$ cat src/rtl/csi2_pkg.sv
// -----------------------------------------------------------------------------
// csi2_pkg
// Shared definitions for the CSI-2 transmit packet path:
//   - data-type codes for the short and long packets
//   - the packet builder FSM state encoding
//   - csi2_ecc(): 6-bit Hamming ECC over the 24 packet-header bits
// Optional build macro: CSI2_LINE_SYNC_EN adds the LS/LE states to the enum.
// -----------------------------------------------------------------------------
package csi2_pkg;

    localparam logic [5:0] DT_FS   = 6'h00;
    localparam logic [5:0] DT_FE   = 6'h01;
    localparam logic [5:0] DT_LS   = 6'h02;
    localparam logic [5:0] DT_LE   = 6'h03;
    localparam logic [5:0] DT_RAW8 = 6'h2A;

`ifdef CSI2_LINE_SYNC_EN
    typedef enum logic [2:0] {
        ST_IDLE, ST_FS, ST_LS, ST_LH, ST_LPAY, ST_LCRC, ST_LE, ST_FE
    } state_t;
`else
    typedef enum logic [2:0] {
        ST_IDLE, ST_FS, ST_LH, ST_LPAY, ST_LCRC, ST_FE
    } state_t;
`endif

    // d[0] is DI bit 0, d[23] is WC bit 15. Result is {2'b00, P5..P0}.
    function automatic logic [7:0] csi2_ecc(input logic [23:0] d);
        logic [5:0] p;
        p[0] = d[0]  ^ d[1]  ^ d[2]  ^ d[4]  ^ d[5]  ^ d[7]  ^ d[10] ^
               d[11] ^ d[13] ^ d[16] ^ d[20] ^ d[21] ^ d[22] ^ d[23];
        p[1] = d[0]  ^ d[1]  ^ d[3]  ^ d[4]  ^ d[6]  ^ d[8]  ^ d[10] ^
               d[12] ^ d[14] ^ d[17] ^ d[20] ^ d[21] ^ d[22] ^ d[23];
        p[2] = d[0]  ^ d[2]  ^ d[3]  ^ d[5]  ^ d[6]  ^ d[9]  ^ d[11] ^
               d[12] ^ d[15] ^ d[18] ^ d[20] ^ d[21] ^ d[22];
        p[3] = d[1]  ^ d[2]  ^ d[3]  ^ d[7]  ^ d[8]  ^ d[9]  ^ d[13] ^
               d[14] ^ d[15] ^ d[19] ^ d[20] ^ d[21] ^ d[23];
        p[4] = d[4]  ^ d[5]  ^ d[6]  ^ d[7]  ^ d[8]  ^ d[9]  ^ d[16] ^
               d[17] ^ d[18] ^ d[19] ^ d[20] ^ d[22] ^ d[23];
        p[5] = d[10] ^ d[11] ^ d[12] ^ d[13] ^ d[14] ^ d[15] ^ d[16] ^
               d[17] ^ d[18] ^ d[19] ^ d[21] ^ d[22] ^ d[23];
        return {2'b00, p};
    endfunction

endpackage

$ cat src/rtl/csi2_crc16_x4.sv
// -----------------------------------------------------------------------------
// csi2_crc16_x4
// Combinational CSI-2 payload CRC16 step over one 32-bit word (four bytes).
// Polynomial x^16+x^12+x^5+1 processed LSB-first (reflected 0x8408).
// Byte 0 (data[7:0]) is folded first, each byte least significant bit first.
// Ports:
//   crc_in  [15:0] : running CRC before this word
//   data    [31:0] : payload word, byte k on bits [8k+7:8k]
//   crc_out [15:0] : running CRC after this word
// -----------------------------------------------------------------------------
module csi2_crc16_x4 (
    input  logic [15:0] crc_in,
    input  logic [31:0] data,
    output logic [15:0] crc_out
);

    logic [15:0] c;

    // Bit order 0..31 is exactly byte 0 LSB first through byte 3 MSB.
    always_comb begin
        c = crc_in;
        for (int i = 0; i < 32; i++) begin
            if (c[0] ^ data[i]) begin
                c = (c >> 1) ^ 16'h8408;
            end else begin
                c = c >> 1;
            end
        end
        crc_out = c;
    end

endmodule

$ cat src/rtl/csi2_pkt_builder.sv
// -----------------------------------------------------------------------------
// csi2_pkt_builder
// Builds one CSI-2 frame per accepted fs_req: FS short packet, LINES long
// packets of WC payload bytes (header + payload + CRC16), FE short packet.
// Output words are 32-bit lane-interleaved (byte k on lane k) with ECC and
// CRC already inserted; the PHY only adds SoT/EoT framing.
// Optional build macro: CSI2_LINE_SYNC_EN wraps each long packet in LS/LE
// short packets whose WC field is the 1-based line number.
// Ports:
//   byteclk, rstn        : byte clock, asynchronous active-low reset
//   fs_req / fs_drop     : frame request in, pulse when request is ignored
//   busy                 : frame in progress (until FE word consumed)
//   i_data/i_valid/i_ready : payload word stream in
//   o_data/o_keep/o_sop/o_eop/o_valid/o_ready : packet word stream out
// -----------------------------------------------------------------------------
module csi2_pkt_builder #(
    parameter logic [15:0] WC      = 16'd4096,
    parameter logic [7:0]  LINES   = 8'd8,
    parameter logic [5:0]  DT_DATA = 6'h2A,
    parameter logic [1:0]  VC      = 2'd0
) (
    input  logic        byteclk,
    input  logic        rstn,
    input  logic        fs_req,
    output logic        fs_drop,
    output logic        busy,
    input  logic [31:0] i_data,
    input  logic        i_valid,
    output logic        i_ready,
    output logic [31:0] o_data,
    output logic [3:0]  o_keep,
    output logic        o_sop,
    output logic        o_eop,
    output logic        o_valid,
    input  logic        o_ready
);
    import csi2_pkg::*;

    localparam logic [13:0] WORDS = WC[15:2];

    state_t      state;
    state_t      state_nx;
    logic [15:0] fno;
    logic [15:0] crc;
    logic [15:0] crc_nx;
    logic [13:0] rem;
    logic [7:0]  line_idx;
    logic        fe_out;     // output register currently holds the FE word

    logic        adv;
    logic        pay_acc;
    logic        last_line;
    logic [15:0] line_num;

    logic        out_valid;
    logic [31:0] out_data;
    logic [3:0]  out_keep;
    logic        out_sop;
    logic        out_eop;
    logic        out_fe;

    function automatic logic [31:0] pkt_hdr(input logic [5:0] dt, input logic [15:0] wc);
        logic [23:0] h;
        h = {wc, VC, dt};
        return {csi2_ecc(h), h};
    endfunction

    assign adv       = !o_valid || o_ready;
    assign pay_acc   = i_valid && i_ready;
    assign last_line = (line_idx == (LINES - 8'd1));
    assign line_num  = {8'h00, line_idx + 8'd1};
    // busy covers everything from acceptance until the FE word leaves, so a
    // request coinciding with FE consumption is also dropped.
    assign fs_drop   = fs_req && busy;

    csi2_crc16_x4 u_crc (
        .crc_in  (crc),
        .data    (i_data),
        .crc_out (crc_nx)
    );

    // State register
    always_ff @(posedge byteclk or negedge rstn) begin
        if (!rstn) begin
            state <= ST_IDLE;
        end else begin
            state <= state_nx;
        end
    end

    // Next-state logic: every emitting state advances only when the output
    // register can take a new word.
    always_comb begin
        state_nx = state;
        case (state)
            ST_IDLE: if (fs_req && !busy) state_nx = ST_FS;
`ifdef CSI2_LINE_SYNC_EN
            ST_FS:   if (adv) state_nx = ST_LS;
            ST_LS:   if (adv) state_nx = ST_LH;
`else
            ST_FS:   if (adv) state_nx = ST_LH;
`endif
            ST_LH:   if (adv) state_nx = ST_LPAY;
            ST_LPAY: if (pay_acc && rem == 14'd1) state_nx = ST_LCRC;
`ifdef CSI2_LINE_SYNC_EN
            ST_LCRC: if (adv) state_nx = ST_LE;
            ST_LE:   if (adv) state_nx = last_line ? ST_FE : ST_LS;
`else
            ST_LCRC: if (adv) state_nx = last_line ? ST_FE : ST_LH;
`endif
            ST_FE:   if (adv) state_nx = ST_IDLE;
            default: state_nx = ST_IDLE;
        endcase
    end

    // Output logic: candidate word for the output register plus i_ready.
    always_comb begin
        i_ready   = 1'b0;
        out_valid = 1'b0;
        out_data  = 32'h0;
        out_keep  = 4'h0;
        out_sop   = 1'b0;
        out_eop   = 1'b0;
        out_fe    = 1'b0;
        case (state)
            ST_FS: begin
                out_valid = 1'b1;
                out_data  = pkt_hdr(DT_FS, fno);
                out_keep  = 4'hF;
                out_sop   = 1'b1;
                out_eop   = 1'b1;
            end
`ifdef CSI2_LINE_SYNC_EN
            ST_LS: begin
                out_valid = 1'b1;
                out_data  = pkt_hdr(DT_LS, line_num);
                out_keep  = 4'hF;
                out_sop   = 1'b1;
                out_eop   = 1'b1;
            end
            ST_LE: begin
                out_valid = 1'b1;
                out_data  = pkt_hdr(DT_LE, line_num);
                out_keep  = 4'hF;
                out_sop   = 1'b1;
                out_eop   = 1'b1;
            end
`endif
            ST_LH: begin
                out_valid = 1'b1;
                out_data  = pkt_hdr(DT_DATA, WC);
                out_keep  = 4'hF;
                out_sop   = 1'b1;
            end
            ST_LPAY: begin
                i_ready = adv && (rem != 14'd0);
                // No input word means a bubble: o_valid drops for a cycle.
                if (i_valid && i_ready) begin
                    out_valid = 1'b1;
                    out_data  = i_data;
                    out_keep  = 4'hF;
                end
            end
            ST_LCRC: begin
                out_valid = 1'b1;
                out_data  = {16'h0000, crc};
                out_keep  = 4'b0011;
                out_eop   = 1'b1;
            end
            ST_FE: begin
                out_valid = 1'b1;
                out_data  = pkt_hdr(DT_FE, fno);
                out_keep  = 4'hF;
                out_sop   = 1'b1;
                out_eop   = 1'b1;
                out_fe    = 1'b1;
            end
            default: ;
        endcase
    end

    // Output register, frame counters and running CRC
    always_ff @(posedge byteclk or negedge rstn) begin
        if (!rstn) begin
            o_valid  <= 1'b0;
            o_data   <= 32'h0;
            o_keep   <= 4'h0;
            o_sop    <= 1'b0;
            o_eop    <= 1'b0;
            fe_out   <= 1'b0;
            busy     <= 1'b0;
            fno      <= 16'd1;
            crc      <= 16'hFFFF;
            rem      <= 14'd0;
            line_idx <= 8'd0;
        end else begin
            if (adv) begin
                o_valid <= out_valid;
                o_data  <= out_data;
                o_keep  <= out_keep;
                o_sop   <= out_sop;
                o_eop   <= out_eop;
                fe_out  <= out_fe;
            end

            if (fs_req && !busy) begin
                busy <= 1'b1;
            end else if (o_valid && o_ready && fe_out) begin
                busy <= 1'b0;
            end

            if (state == ST_LH && adv) begin
                crc <= 16'hFFFF;
                rem <= WORDS;
            end else if (pay_acc) begin
                crc <= crc_nx;
                rem <= rem - 14'd1;
            end

`ifdef CSI2_LINE_SYNC_EN
            if (state == ST_FS) begin
                line_idx <= 8'd0;
            end else if (state == ST_LE && adv) begin
                line_idx <= last_line ? 8'd0 : line_idx + 8'd1;
            end
`else
            if (state == ST_FS) begin
                line_idx <= 8'd0;
            end else if (state == ST_LCRC && adv) begin
                line_idx <= last_line ? 8'd0 : line_idx + 8'd1;
            end
`endif

            // Frame number 0 is reserved: wrap FFFF back to 1.
            if (state == ST_FE && adv) begin
                fno <= (fno == 16'hFFFF) ? 16'd1 : fno + 16'd1;
            end
        end
    end

endmodule
$ cat config.mk
export PLATFORM = sky130hd
export DESIGN_NAME = csi2_pkt_builder
export DESIGN_NICKNAME = d
export VERILOG_FILES = /design/src/rtl/csi2_pkg.sv /design/src/rtl/csi2_crc16_x4.sv /design/src/rtl/csi2_pkt_builder.sv
export SDC_FILE = /design/constraint.sdc
export NUM_CORES = 1
export LEC_CHECK = 0
export CAP_MARGIN = 20
export CORE_MARGIN = 3
export CORE_UTILIZATION = 25
export CTS_CLUSTER_SIZE = 8
export DETAILED_ROUTE_END_ITERATION = 8
export MAX_ROUTING_LAYER = met4
export SYNTH_ARGS = -nofsm -noshare
export SYNTH_HDL_FRONTEND = slang
export SYNTH_SLANG_ARGS = --single-unit
$ cat constraint.sdc
create_clock -name byteclk -period 3.2 [get_ports byteclk]
set_clock_uncertainty 0.1 [all_clocks]
set_input_delay 0.32 -clock byteclk [delete_from_list [all_inputs] [get_ports byteclk]]
set_output_delay 0.32 -clock byteclk [all_outputs]
set_load 0.005 [all_outputs]
# Word level (Yosys, flattened, before mapping)
# Index checks and enable logic that the tools add are counted.
[op_classes]
n_bitwise = 137
n_reduce_logical = 23
add_sub_neg = 3
eq_ne = 14
mux = 60
[ops]
columns = ["operator", "n"]
rows = [
  ["16-bit 2-to-1 mux", 35],
  ["32-bit one-hot mux with 5 select lines", 1],
  ["1-bit XOR", 102],
  ["2-bit NOT with 3-bit output", 32],
  ["32-bit 2-to-1 mux", 1],
  ["14-bit 2-to-1 mux", 2],
  ["8-bit 2-to-1 mux", 3],
  ["3-bit 2-to-1 mux", 7],
  ["3-bit one-hot mux with 6 select lines", 1],
  ["16-bit by 1-bit adder with 16-bit output, second input constant", 1],
  ["16-bit equality test, second input constant", 1],
  ["14-bit by 1-bit equality test with 1-bit output, second input constant", 1],
  ["14-bit nonzero test", 1],
  ["14-bit by 1-bit subtractor with 14-bit output, second input constant", 1],
  ["2-bit inequality test, second input constant", 6],
  ["4-bit one-hot mux with 3 select lines", 1],
  ["1-bit logical AND", 11],
  ["8-bit by 1-bit adder with 8-bit output, second input constant", 1],
  ["8-bit by 3-bit equality test with 1-bit output, second input constant", 1],
  ["1-bit 2-to-1 mux", 7],
  ["3-bit by 2-bit equality test with 1-bit output, second input constant", 2],
  ["3-bit equality test, second input constant", 2],
  ["6-bit AND reduction", 1],
  ["2-bit nonzero test", 3],
  ["other kinds (9)", 13],
]
[totals]
register_bits = 98
elab_cells = 249

# Longest topological paths before layout
# Gate-level depths: netlist of the first run.
[depth]
depth_word = 66
mapped_depth = 10
ltp_nobuf = 9

# By module
# A second synthesis of the first run with hierarchy kept.
[hier_totals]
hier_cells = 637
area_unflattened_um2 = 6229.7
[by_module_without_submodules]
columns = ["mod", "seq_area_each_um2", "area_per_inst_um2", "instances", "cells_each"]
rows = [
  ["csi2_pkt_builder", 2423.6, 5086.1, 1, 550],
  ["csi2_crc16_x4", 0.0, 1143.6, 1, 87],
]

# Least setup slack after synthesis of the first run
# Ideal clock, no wire load.
[synth_path]
path_kind = "flip-flop to flip-flop"
from = "register state[0]"
to = "register o_data[26]"
required_time_ns = 2.967
setup_slack_ns = 0.602
stages_incl_launch_ff = 11
period_less_slack_ns = 2.598
arrival_time_ns = 2.365
path_cell_list = "dfrtp_1 -> clkbuf_1 -> nor2b_1 -> clkbuf_1 -> and2_1 -> ha_1 -> xor2_1 -> xnor2_1 -> xnor2_1 -> a221oi_1 -> o21ai_0"
[synth_via]
elab_chain_cells = 2
elab_cells_between_ends = 6
classes_between = "eq/ne (5); mux (1)"
[synth_lines]
columns = ["item", "line_no", "source"]
rows = [
  ["start: declaration", "csi2_pkt_builder.sv:41", "state_t state;"],
  ["start signal: assignment", "csi2_pkt_builder.sv:87", "state <= state_nx;"],
  ["3-bit equality test, or another cell as far along", "csi2_pkt_builder.sv:125", "case (state)"],
  ["32-bit one-hot mux with 5 select lines (*)", "csi2_pkt_builder.sv:125", ""],
  ["end signal: assignment", "csi2_pkt_builder.sv:199", "o_data <= out_data;"],
  ["end: declaration", "csi2_pkt_builder.sv:30", "output logic [31:0] o_data,"],
]
# Mark *: on every way between the ends. The rest lies on a longest branch, timed or not.
# A chain may end at the register's enable or synchronous reset.

# Worst setup path in the final report of the first run
[layout_path]
from = "register rem[0]"
to = "output i_ready"
[layout_via]
elab_chain_cells = 3
[layout_lines]
columns = ["item", "line_no", "source"]
rows = [
  ["start: declaration", "csi2_pkt_builder.sv:46", "logic [13:0] rem;"],
  ["start signal: assignment", "csi2_pkt_builder.sv:217", "rem <= rem - 14'd1;"],
  ["14-bit nonzero test", "csi2_pkt_builder.sv:156", "i_ready = adv && (rem != 14'd0);"],
  ["1-bit logical AND", "csi2_pkt_builder.sv:156", ""],
  ["1-bit 2-to-1 mux", "csi2_pkt_builder.sv:125", ""],
  ["end: declaration", "csi2_pkt_builder.sv:29", "output logic i_ready,"],
]
# Every way passes these cells.

==> results of run 1 <==
-- sequential cells by signal, summed over array words and instances (netlist names), 2 cells and up --
| signal | cells |
|---|---|
| o_data | 32 |
| crc | 16 |
| line_idx | 8 |
| rem | 14 |
| fno | 16 |
| state | 3 |
| o_keep | 2 |
-- worst min-delay path by stage --
| stage | cells after the start | to | from |
|---|---|---|---|
| global placement | 1 | rem[7]$_DFFE_PN0P_ | rstn |
| finish | 2 | o_data[10]$_DFFE_PN0N_ | o_data[10]$_DFFE_PN0N_ |
| CTS | 2 | o_data[10]$_DFFE_PN0N_ | o_data[10]$_DFFE_PN0N_ |
| floorplan | 0 | busy$_DFFE_PN0P_ | rstn |
| global route | 1 | o_data[25]$_DFFE_PN0N_ | o_data[25]$_DFFE_PN0N_ |
| detailed placement | 1 | rem[8]$_DFFE_PN0P_ | rstn |
-- power groups by stage --
stage	registers, mW	clock network, mW	logic, mW
after floorplan	1.84	0	5.92
after global placement	1.89	0	7.57
after detailed placement	1.89	0	7.59
after CTS	1.88	1.30	7.65
after global routing	1.92	1.34	8.24
final	1.88	1.27	7.62
-- critical path: cells and delay by family, from the launching register on --
kind | cells | cell delay, ns
buffers and inverters | 2 | 0.56
adders and majority gates | 1 | 0.18
and+or+nand+nor | 2 | 0.87
DFF | 1 | 0.42
AOI/OAI and AO/OA | 1 | 0.17
-- layer usage --
layer,up-vias,part of all wire,GRT usage
met5,-,0,-
met4,0,0.012,0.0292
met3,15,0.052,0.0294
met2,132,0.45,0.208
met1,2402,0.48,0.192
li1,2305,-,-
-- final cells by class --
| cell class | instances | area, um^2 |
|---|---|---|
| clock buffer | 9 | 225 |
| clock inverter | 7 | 119 |
| fill | 2388 | 15400 |
| inverter | 3 | 11.3 |
| multi-input combinational | 482 | 3420 |
| sequential | 96 | 2420 |
| tap | 313 | 392 |
| timing repair buffer | 111 | 1040 |
-- placed cells by master (no fill, tap or decap), types with 4 or more instances in the layout --
cell,n
sky130_fd_sc_hd__xnor2_2,9
sky130_fd_sc_hd__clkbuf_16,9
sky130_fd_sc_hd__clkdlybuf4s50_1,77
sky130_fd_sc_hd__xor2_1,34
sky130_fd_sc_hd__dfstp_2,17
sky130_fd_sc_hd__xnor3_1,12
sky130_fd_sc_hd__dfrtp_1,79
sky130_fd_sc_hd__nand3_1,18
sky130_fd_sc_hd__o21ai_0,61
sky130_fd_sc_hd__ha_1,7
sky130_fd_sc_hd__buf_4,32
sky130_fd_sc_hd__nor3_1,18
sky130_fd_sc_hd__nor2_1,40
sky130_fd_sc_hd__a22oi_1,15
sky130_fd_sc_hd__nand4_1,5
sky130_fd_sc_hd__a221oi_1,4
sky130_fd_sc_hd__a222oi_1,6
sky130_fd_sc_hd__nand2_1,73
sky130_fd_sc_hd__and3_1,7
sky130_fd_sc_hd__nor2b_1,9
sky130_fd_sc_hd__a21oi_1,31
sky130_fd_sc_hd__xnor2_1,83
-- Yosys cell counts, types with 3 or more instances --
cell type	n
sky130_fd_sc_hd__clkbuf_1	34
sky130_fd_sc_hd__nor2_1	40
sky130_fd_sc_hd__nand3_1	18
sky130_fd_sc_hd__and3_1	7
sky130_fd_sc_hd__ha_1	7
sky130_fd_sc_hd__o21ai_0	61
sky130_fd_sc_hd__a221oi_1	4
sky130_fd_sc_hd__and2_1	3
sky130_fd_sc_hd__a21oi_1	32
sky130_fd_sc_hd__dfstp_2	17
sky130_fd_sc_hd__inv_1	3
sky130_fd_sc_hd__nand4_1	5
sky130_fd_sc_hd__nand2b_1	3
sky130_fd_sc_hd__xnor2_1	83
sky130_fd_sc_hd__xnor2_2	9
sky130_fd_sc_hd__nand2_1	73
sky130_fd_sc_hd__nor3_1	19
sky130_fd_sc_hd__dfrtp_1	79
sky130_fd_sc_hd__xor3_1	3
sky130_fd_sc_hd__a22oi_1	15
sky130_fd_sc_hd__xnor3_1	12
sky130_fd_sc_hd__a222oi_1	6
sky130_fd_sc_hd__buf_1	3
sky130_fd_sc_hd__or3_1	3
sky130_fd_sc_hd__nor4_1	3
sky130_fd_sc_hd__o31ai_1	3
sky130_fd_sc_hd__o21a_1	3
sky130_fd_sc_hd__xor2_1	34
sky130_fd_sc_hd__nor2b_1	10
-- what timing repair did --
action,in CTS,in global routing
buffers inserted,0,0
endpoints found under the hold margin,23,0
endpoints found under the setup margin,0,1
hold buffers,1,0
resized for setup,0,1
-- metrics by stage --
step                      setup WS [ns]  power [mW]
after global routing             0.0489        11.5
after floorplan                   0.602        7.77
after global placement            0.189        9.46
final                             0.223        10.8
after CTS                         0.144        10.8
after detailed placement          0.152        9.49
-- cells by family after synthesis --
group / Yosys count
AND/OR/NAND/NOR: 192
XOR/XNOR: 143
AO/OA/AOI/OAI: 139
flip-flops: 96
buffers and inverters: 42
adder cells (fa/ha/maj): 7
multiplexers: 1
==> flow_metrics.env, run 1 <==
export IMPL_first_pass_grt_wire_length_mm=27.2
export IMPL_status="finished, final reports clean"
export IMPL_critPathRequiredTime_ns=2.78
export IMPL_power_per_cell_area_mw_per_mm2=1410
export IMPL_cts_tree="done"
export IMPL_end_kind="output pin"
export IMPL_grt_max_degree=43
export IMPL_synth_ff_latch_count=96
export IMPL_endpoints_failing_setup=0
export IMPL_synth_seq_area_share=0.406
export IMPL_antenna_found_initial=0
export IMPL_r2r_start="rem[0]$_DFFE_PN0P_"
export IMPL_worst_setup_path_type="reg -> out"
export IMPL_rrSetupSlack_ns=0.38
export IMPL_synth_top_cells_by_area="sky130_fd_sc_hd__dfrtp_1 33%, sky130_fd_sc_hd__xnor2_1 12%, sky130_fd_sc_hd__dfstp_2 7.5%"
export IMPL_synth_area_mux_share=0.00189
export IMPL_largest_family_of_logic_cells_by_synthesized_area="XOR/XNOR gates"
export IMPL_i_o_buffers=78
export IMPL_insertion_delay_ns=0.36
export IMPL_final_hold_viol_count=0
export IMPL_post_layout_nonfiller_instances=1021
export IMPL_insertedDiodeCount=0
export IMPL_power_share_combinational=0.708
export IMPL_detail_route_drc_violations=0
export IMPL_die_area_mm2=0.0258
export IMPL_vdd_drop_max_mv=1.20
export IMPL_layout_core_utilization=0.331
export IMPL_synthArstFlopShare=1.00
export IMPL_floorplan_io_pins=79
export IMPL_synthSimpleGateAreaFrac=0.149
export IMPL_netSwitchingPower_mw=4.43
export IMPL_timing_critical_path_slowest_stage_cell="sky130_fd_sc_hd__clkdlybuf4s50_1"
export IMPL_compound_gate_fraction_of_synth_area=0.139
export IMPL_netlist_cell_type_count=48
export IMPL_gpl_congestion=0.878
export IMPL_internal_power_summed_over_all_cells_mw=6.34
export IMPL_pwr_share_seq=0.175
export IMPL_synthXorXnorAreaFrac=0.262
export IMPL_clockPowerShare=0.118
export IMPL_timing_critical_path_slowest_cell_delay_ns=0.47
export IMPL_worst_max_slew_pin_slew_ns=0.638
export IMPL_grt_total_ovfl=0
export IMPL_detail_route_vias_per_cell=4.75
export IMPL_yosys_warnings=0
export IMPL_hold_ws_ns=0.376
export IMPL_cts_inserted_buffers=9
export IMPL_synth_edff_count=0
export IMPL_cp_arrival_ns=2.56
export IMPL_layout_nets=747
export IMPL_crit_path_cells="inv_1 > ha_1 > nor3b_1 > nor4b_4 > a21oi_1 > clkdlybuf4s50_1"
export IMPL_leakage_nw=3.12
export IMPL_worst_r2r_endpoint="o_data[12]$_DFFE_PN0N_"
export IMPL_synth_adder_area_share=0.0147
export IMPL_synthesis_nets=664
export IMPL_combined_area_of_all_synthesized_cells_mm2=0.00597
export IMPL_layout_cell_area_non_filler_mm2=0.00763
export IMPL_relSlewSlack=0.571
export IMPL_ys_dominant_reg_cell="sky130_fd_sc_hd__dfrtp_1"
export IMPL_die_w_um=161
export IMPL_initial_utilization=0.259
export IMPL_dp_cells=1004
export IMPL_crit_path_start_kind="register"
export IMPL_cts_reportedPaths_clkPinSlew_ns=0.07
export IMPL_clock_sink_count=96
export IMPL_drt_pass1_iter_count=5
export IMPL_via_count=4854
export IMPL_syn_to_final_growth_pct=27.8
export IMPL_cap_violations=0
export IMPL_drt_iter0_drc=349
export IMPL_first_global_vias=4723
export IMPL_gr_usage_all_layers=0.138
export IMPL_hpwlAfterDp_mm=13.0
export IMPL_placement_rows=55
export IMPL_cts_htree_levels=3
export IMPL_p_sw_frac=0.411
export IMPL_rsz_0062_raised_after_global_routing="false"
export IMPL_final_setup_tns_ns=0
export IMPL_finalMaxSlewViolations=0
export IMPL_endpoint="i_ready"
export IMPL_post_drt_wl_per_cell_um=16.9
export IMPL_min_period_ns=2.98
export IMPL_clk_path_buf_depth=2
export IMPL_worst_r2r_path_depth=9
export IMPL_max_freq_mhz=336
export IMPL_post_synth_inst_count=620
export IMPL_worstPathMaxFanout=5
export IMPL_postPlaceCellArea_mm2=0.00727
export IMPL_routed_wirelength_mm=17.3
export IMPL_route_antenna_remaining_nets=0
export IMPL_min_period_over_period=0.930
export IMPL_worstHoldPathType="reg -> reg"
export IMPL_largest_area_contributor_in_the_netlist="sky130_fd_sc_hd__dfrtp_1"
export IMPL_core_region_area_mm2=0.0231
export IMPL_netlist_area_leader_share=0.331
export IMPL_final_layout_size_suffix_gt1_frac=0.119
export IMPL_timing_critical_path_from="rem[0]$_DFFE_PN0P_"
export IMPL_avgSynthCellArea_um2=9.63
export IMPL_chipHeight_um=161
export IMPL_cts_root_buffer_cell="sky130_fd_sc_hd__clkbuf_16"
Note: power is estimated with default switching activity, not from simulation.
==> inputs of run 2 (changes only) <==
--- a/config.mk
+++ b/config.mk
@@ -10,6 +10,7 @@
 export CORE_UTILIZATION = 25
 export CTS_CLUSTER_SIZE = 8
 export DETAILED_ROUTE_END_ITERATION = 8
+export GPL_TIMING_DRIVEN = 0
 export MAX_ROUTING_LAYER = met4
 export SYNTH_ARGS = -nofsm -noshare
 export SYNTH_HDL_FRONTEND = slang
==> run 2 against run 1 <==
Critical path depth is the same. Clock-buffer cell count up 3. Routed wire length is 1.7% higher. Total power fell by 3.5%. Die area stayed put. Register-to-register slack worse by 0.11 ns. Worst setup slack worse by 0.013 ns. Non-clock buffer count is 7 higher. Global-route usage rose by 0.29 points. Sequential share of layout area up 0.62 points. Via count rose by 0.43%. Hold slack improved by 0.0048 ns. Critical endpoint unchanged. Largest power group unchanged.
==> flow_metrics.env, run 2 (synthesis results as in run 1) <==
export IMPL_status="finished, final reports clean"
export IMPL_drt_iter0_drc=312
export IMPL_cts_reportedPaths_clkPinSlew_ns=0.07
export IMPL_placement_rows=55
export IMPL_i_o_buffers=78
export IMPL_layout_core_utilization=0.325
export IMPL_crit_path_cells="inv_1 > ha_1 > nor3b_1 > nor4b_2 > a21oi_1 > clkdlybuf4s50_1"
export IMPL_detail_route_drc_violations=0
export IMPL_cap_violations=0
export IMPL_post_layout_nonfiller_instances=1028
export IMPL_mostFrequentLayoutCell="sky130_fd_sc_hd__xnor2_1"
export IMPL_detail_route_vias_per_cell=4.74
export IMPL_floorplan_io_pins=79
export IMPL_relSlewSlack=0.274
export IMPL_hold_ws_ns=0.381
export IMPL_gr_usage_all_layers=0.141
export IMPL_final_hold_viol_count=0
export IMPL_insertedDiodeCount=0
export IMPL_chipHeight_um=161
export IMPL_min_period_over_period=0.935
export IMPL_timing_critical_path_slowest_stage_cell="sky130_fd_sc_hd__clkdlybuf4s50_1"
export IMPL_post_cts_setup_buffer_count=0
export IMPL_cp_arrival_ns=2.57
export IMPL_cts_tree="done"
export IMPL_post_drt_wl_per_cell_um=17.1
export IMPL_final_setup_tns_ns=0
export IMPL_end_kind="output pin"
export IMPL_endpoints_failing_setup=0
export IMPL_worstHoldPathType="reg -> reg"
export IMPL_most_common_layout_cells="83 x sky130_fd_sc_hd__xnor2_1, 79 x sky130_fd_sc_hd__dfrtp_1, 77 x sky130_fd_sc_hd__clkdlybuf4s50_1"
export IMPL_finalMaxSlewViolations=0
export IMPL_first_global_vias=4774
export IMPL_routed_wirelength_mm=17.6
export IMPL_die_w_um=161
export IMPL_cts_root_buffer_cell="sky130_fd_sc_hd__clkbuf_16"
export IMPL_grt_total_ovfl=0
export IMPL_antenna_found_initial=0
export IMPL_worst_setup_path_type="reg -> out"
export IMPL_rsz_0062_raised_after_global_routing="false"
export IMPL_power_per_cell_area_mw_per_mm2=1390
export IMPL_vdd_drop_max_mv=2.67
export IMPL_drt_pass1_iter_count=7
export IMPL_final_layout_size_suffix_gt1_frac=0.0755
export IMPL_clock_sink_count=96
export IMPL_min_period_ns=2.99
export IMPL_leakage_nw=3.01
export IMPL_route_antenna_remaining_nets=0
export IMPL_first_pass_grt_wire_length_mm=27.8
export IMPL_layout_nets=754
export IMPL_crit_path_start_kind="register"
export IMPL_flip_flop_count_of_the_largest_register_all_copies_and_words_added=32
export IMPL_syn_to_final_growth_pct=25.4
export IMPL_gpl_congestion=0.896
export IMPL_clk_path_buf_depth=2
export IMPL_insertion_delay_ns=0.36
export IMPL_critPathRequiredTime_ns=2.78
export IMPL_die_area_mm2=0.0258
export IMPL_largest_regs="o_data x32, crc x16, fno x16"
export IMPL_grt_max_degree=63
export IMPL_initial_utilization=0.259
export IMPL_cts_inserted_buffers=9
export IMPL_via_count=4875
export IMPL_timing_critical_path_slowest_cell_delay_ns=0.50
export IMPL_max_freq_mhz=334
export IMPL_cts_htree_levels=3
export IMPL_worstPathMaxFanout=5
export IMPL_largest_register="o_data"
export IMPL_worst_max_slew_pin_slew_ns=1.08
export IMPL_hpwlAfterDp_mm=13.7
export IMPL_dp_cells=1012
export IMPL_core_region_area_mm2=0.0231
-- run 2: layer usage --
layer | GRT usage | vias up | routed length (um)
met1 | 0.194 | 2408 | 8540
met2 | 0.214 | 129 | 7980
met4 | 0.0221 | 0 | 223
li1 | - | 2322 | -
met3 | 0.0356 | 16 | 835
met5 | - | - | 0
-- run 2: worst paths after layout --
path / cells after the start / slack (ns) / endpoint / startpoint
max in group asynchronous: 3 / 1.88 / crc[13]$_DFFE_PN1P_ / rstn
worst max register to register: 8 / 0.27 / o_data[24]$_DFFE_PN0N_ / rem[0]$_DFFE_PN0P_
worst max-delay path: 6 / 0.21 / i_ready / rem[0]$_DFFE_PN0P_
worst min-delay path: 2 / 0.38 / o_data[8]$_DFFE_PN0N_ / o_data[8]$_DFFE_PN0N_
worst min register to register: 2 / 0.38 / o_data[8]$_DFFE_PN0N_ / o_data[8]$_DFFE_PN0N_
min in group asynchronous: 2 / 0.40 / rem[8]$_DFFE_PN0P_ / rstn
-- run 2: final cells by class --
type	count	area (um^2)
clock buffers	12	256
inverters	3	11.3
plain buffers	38	153
fillers	2389	15600
flip-flops and latches	96	2420
well taps	313	392
clock inverters	4	51.3
repair buffers	80	816
multi-input cells	482	3380
-- run 2: critical path: cells and delay by family, from the launching register on --
kind                     cells  cell delay, ns
AND/OR/NAND/NOR              2            0.83
buffers and inverters        2            0.59
flip-flops                   1            0.42
adder cells (fa/ha/maj)      1            0.18
AO/OA/AOI/OAI                1            0.18
-- run 2: where the power goes --
part | switching (mW) | total [mW] | internal (mW)
logic | 3.71 | 7.37 | 3.66
registers | 0.246 | 1.88 | 1.63
clock network | 0.498 | 1.15 | 0.651
-- run 2: per-stage QoR --
stage / setup slack, ns / cell area (um^2) / total power [mW]
5_1_grt: 0.0356 / 7480 / 11.0
3_5_place_dp: -0.0840 / 7170 / 9.21
4_1_cts: 0.0472 / 7480 / 10.4
3_3_place_gp: -2.16 / 7140 / 9.17
6_report: 0.209 / 7480 / 10.4
2_1_floorplan: 0.602 / 5970 / 7.77
-- run 2: what timing repair did --
| item | in CTS | in global routing |
|---|---|---|
| resized for setup | 1 | 2 |
| hold buffers | 1 | 0 |
| endpoints found under the setup margin | 1 | 2 |
| hold endpoints to repair | 34 | 0 |
==> inputs of run 3 (changes only) <==
--- a/config.mk
+++ b/config.mk
@@ -11,7 +11,8 @@
 export CTS_CLUSTER_SIZE = 8
 export DETAILED_ROUTE_END_ITERATION = 8
 export GPL_TIMING_DRIVEN = 0
-export MAX_ROUTING_LAYER = met4
+export RECOVER_POWER = 100
+export SLEW_MARGIN = 25
 export SYNTH_ARGS = -nofsm -noshare
 export SYNTH_HDL_FRONTEND = slang
 export SYNTH_SLANG_ARGS = --single-unit
==> run 3 against run 2 <==
Die area is the same. Largest cell class unchanged. Cell area is essentially flat. Combinational power shrank 0.7%. Routed wire length is essentially flat. Sequential power is essentially flat. Clock-buffer cell count is the same. Non-clock buffer count is the same. The run now ends with capacitance limit, slew limit left. Sequential share of layout area is essentially flat. Hold slack lost 0.0058 ns. First-iteration DRC count grew 7.7%. Worst setup slack lost 0.047 ns. Cell count is the same.
==> flow_metrics.env, run 3 (synthesis results as in run 1) <==
export IMPL_antenna_found_initial=0
export IMPL_status="complete, but fails checks"
export IMPL_timing_critical_path_slowest_cell_delay_ns=0.58
export IMPL_power_per_cell_area_mw_per_mm2=1380
export IMPL_route_antenna_remaining_nets=0
export IMPL_max_freq_mhz=329
export IMPL_cts_root_buffer_cell="sky130_fd_sc_hd__clkbuf_16"
export IMPL_die_w_um=161
export IMPL_drt_iter0_drc=336
export IMPL_vdd_drop_max_mv=2.67
export IMPL_grt_total_ovfl=0
export IMPL_post_layout_nonfiller_instances=1028
export IMPL_endpoints_failing_setup=0
export IMPL_most_common_layout_cells="83 x sky130_fd_sc_hd__xnor2_1, 79 x sky130_fd_sc_hd__dfrtp_1, 73 x sky130_fd_sc_hd__nand2_1"
export IMPL_power_share_combinational=0.709
export IMPL_worst_setup_path_type="in -> out"
export IMPL_grt_max_degree=63
export IMPL_first_pass_grt_wire_length_mm=27.8
export IMPL_i_o_buffers=78
export IMPL_report_power_total_mw=10.3
export IMPL_rrSetupSlack_ns=0.24
export IMPL_routed_wirelength_mm=17.6
export IMPL_timing_critical_path_slowest_stage_cell="sky130_fd_sc_hd__dlygate4sd3_1"
export IMPL_worstHoldPathType="reg -> reg"
export IMPL_worst_hold_path_num_cells=2
export IMPL_post_cts_setup_buffer_count=0
export IMPL_netSwitchingPower_mw=4.43
export IMPL_layout_core_utilization=0.325
export IMPL_worstPathMaxFanout=10
export IMPL_detail_route_vias_per_cell=4.74
export IMPL_largest_regs="o_data x32, crc x16, fno x16"
export IMPL_dp_cells=1012
export IMPL_hpwlAfterDp_mm=13.7
export IMPL_worst_hold_startpoint="o_data[8]$_DFFE_PN0N_"
export IMPL_internal_power_summed_over_all_cells_mw=5.91
export IMPL_mostFrequentLayoutCell="sky130_fd_sc_hd__xnor2_1"
export IMPL_cap_violations=1
export IMPL_core_region_area_mm2=0.0231
export IMPL_placement_rows=55
export IMPL_worst_path_dominant_cell_family="buffers and inverters"
export IMPL_detail_route_drc_violations=0
export IMPL_worst_r2r_path_depth=7
export IMPL_failed_checks="capacitance limit, slew limit"
export IMPL_min_period_ns=3.04
export IMPL_crit_path_start_kind="input pin"
export IMPL_gpl_congestion=0.882
export IMPL_end_kind="output pin"
export IMPL_final_hold_viol_count=0
export IMPL_r2r_start="crc[15]$_DFFE_PN1P_"
export IMPL_floorplan_io_pins=79
export IMPL_cp_arrival_ns=2.62
export IMPL_critPathRequiredTime_ns=2.78
export IMPL_via_count=4870
export IMPL_drt_pass1_iter_count=8
export IMPL_flip_flop_count_of_the_largest_register_all_copies_and_words_added=32
export IMPL_pwr_share_seq=0.181
export IMPL_final_layout_size_suffix_gt1_frac=0.0741
export IMPL_post_drt_wl_per_cell_um=17.1
export IMPL_crit_path_cells="dlygate4sd3_1 > nand2b_1 > clkbuf_1 > clkbuf_2 > nand3_1 > a21oi_1 > clkdlybuf4s50_1"
export IMPL_worst_max_slew_pin_slew_ns=2.07
export IMPL_cts_inserted_buffers=9
export IMPL_leakage_nw=3.09
export IMPL_rsz_0062_raised_after_global_routing="false"
export IMPL_cts_htree_levels=3
export IMPL_finalMaxSlewViolations=35
export IMPL_initial_utilization=0.259
export IMPL_postPlaceCellArea_mm2=0.00717
export IMPL_critical_path_n_buffers_inverters=4
export IMPL_clock_sink_count=96
export IMPL_worst_r2r_endpoint="crc[9]$_DFFE_PN1P_"
export IMPL_hold_ws_ns=0.375
export IMPL_clk_path_buf_depth=2
export IMPL_p_sw_frac=0.428
export IMPL_syn_to_final_growth_pct=25.4
export IMPL_whs_endpoint="o_data[8]$_DFFE_PN0N_"
export IMPL_insertion_delay_ns=0.36
export IMPL_cts_reportedPaths_clkPinSlew_ns=0.07
export IMPL_die_area_mm2=0.0258
export IMPL_insertedDiodeCount=0
export IMPL_first_global_vias=4783
export IMPL_layout_nets=754
export IMPL_min_period_over_period=0.949
export IMPL_relSlewSlack=-0.381
export IMPL_chipHeight_um=161
export IMPL_largest_register="o_data"
export IMPL_cts_tree="done"
export IMPL_gr_usage_all_layers=0.137
export IMPL_layout_cell_area_non_filler_mm2=0.00749
export IMPL_clockPowerShare=0.110
-- run 3: changes by cell type in the layout (fill, tap and decap cells not counted) --
cell | previous run | this run
sky130_fd_sc_hd__and2_0 | 0 | 2
sky130_fd_sc_hd__and2_1 | 3 | 1
sky130_fd_sc_hd__buf_1 | 2 | 1
sky130_fd_sc_hd__buf_4 | 3 | 2
sky130_fd_sc_hd__clkbuf_1 | 33 | 35
sky130_fd_sc_hd__clkdlybuf4s50_1 | 77 | 35
sky130_fd_sc_hd__dfstp_1 | 0 | 1
sky130_fd_sc_hd__dfstp_2 | 17 | 16
sky130_fd_sc_hd__dlygate4sd3_1 | 1 | 43
sky130_fd_sc_hd__nor3_1 | 19 | 18
sky130_fd_sc_hd__nor3_2 | 0 | 1
sky130_fd_sc_hd__o21ai_0 | 61 | 62
sky130_fd_sc_hd__o21ai_1 | 2 | 1
-- run 3: layer usage --
| layer | routed length [um] | GRT usage | share of wire |
|---|---|---|---|
| met1 | 8410 | 0.196 | 0.48 |
| met2 | 7950 | 0.212 | 0.45 |
| met3 | 1020 | 0.0343 | 0.058 |
| met4 | 206 | 0.0245 | 0.012 |
| met5 | 0 | 0 | 0 |
-- run 3: tightest hold or removal path: stages, from the launching register on --
cell	delay, ns
sky130_fd_sc_hd__dfrtp_1	0.34
sky130_fd_sc_hd__nand2_1	0.04
sky130_fd_sc_hd__o21ai_0	0.06
-- run 3: what timing repair did --
action | 4_1_cts | 5_1_grt
resized for setup | 1 | 2
endpoints found under the hold margin | 34 | 0
endpoints found under the setup margin | 1 | 2
hold buffers | 1 | 0
-- run 3: metrics by stage --
step                TNS [ns]  worst slack [ns]
detailed placement    -0.166           -0.0840
global route               0            0.0291
floorplan                  0             0.602
CTS                        0            0.0472
global placement     -185.57             -2.16
finish                     0             0.162
-- run 3: worst max-delay path by stage --
stage | startpoint | to | cells after the start
3_3_place_gp | rstn | o_data[30]$_DFFE_PN0N_ | 1
4_1_cts | state[0]$_DFFE_PN0P_ | o_data[26]$_DFFE_PN0N_ | 10
5_1_grt | o_ready | crc[15]$_DFFE_PN1P_ | 9
2_1_floorplan | state[0]$_DFFE_PN0P_ | o_data[26]$_DFFE_PN0N_ | 10
3_5_place_dp | i_data[15] | crc[9]$_DFFE_PN1P_ | 8
6_report | o_ready | i_ready | 7
-- run 3: cell type report --
class / instances / area, um^2
buffer: 38 / 153
clock buffer: 12 / 256
multi-input combinational: 482 / 3390
tap: 313 / 392
inverter: 3 / 11.3
fill: 2388 / 15600
sequential: 96 / 2420
clock inverter: 4 / 51.3
timing repair buffer: 80 / 812
-- run 3: power by group through the flow --
| stage | Clock, mW | Combinational, mW | Sequential [mW] |
|---|---|---|---|
| floorplan | 0 | 5.92 | 1.84 |
| global placement | 0 | 7.27 | 1.89 |
| detailed placement | 0 | 7.31 | 1.90 |
| CTS | 1.17 | 7.39 | 1.88 |
| global route | 1.21 | 7.86 | 1.91 |
| finish | 1.14 | 7.32 | 1.87 |
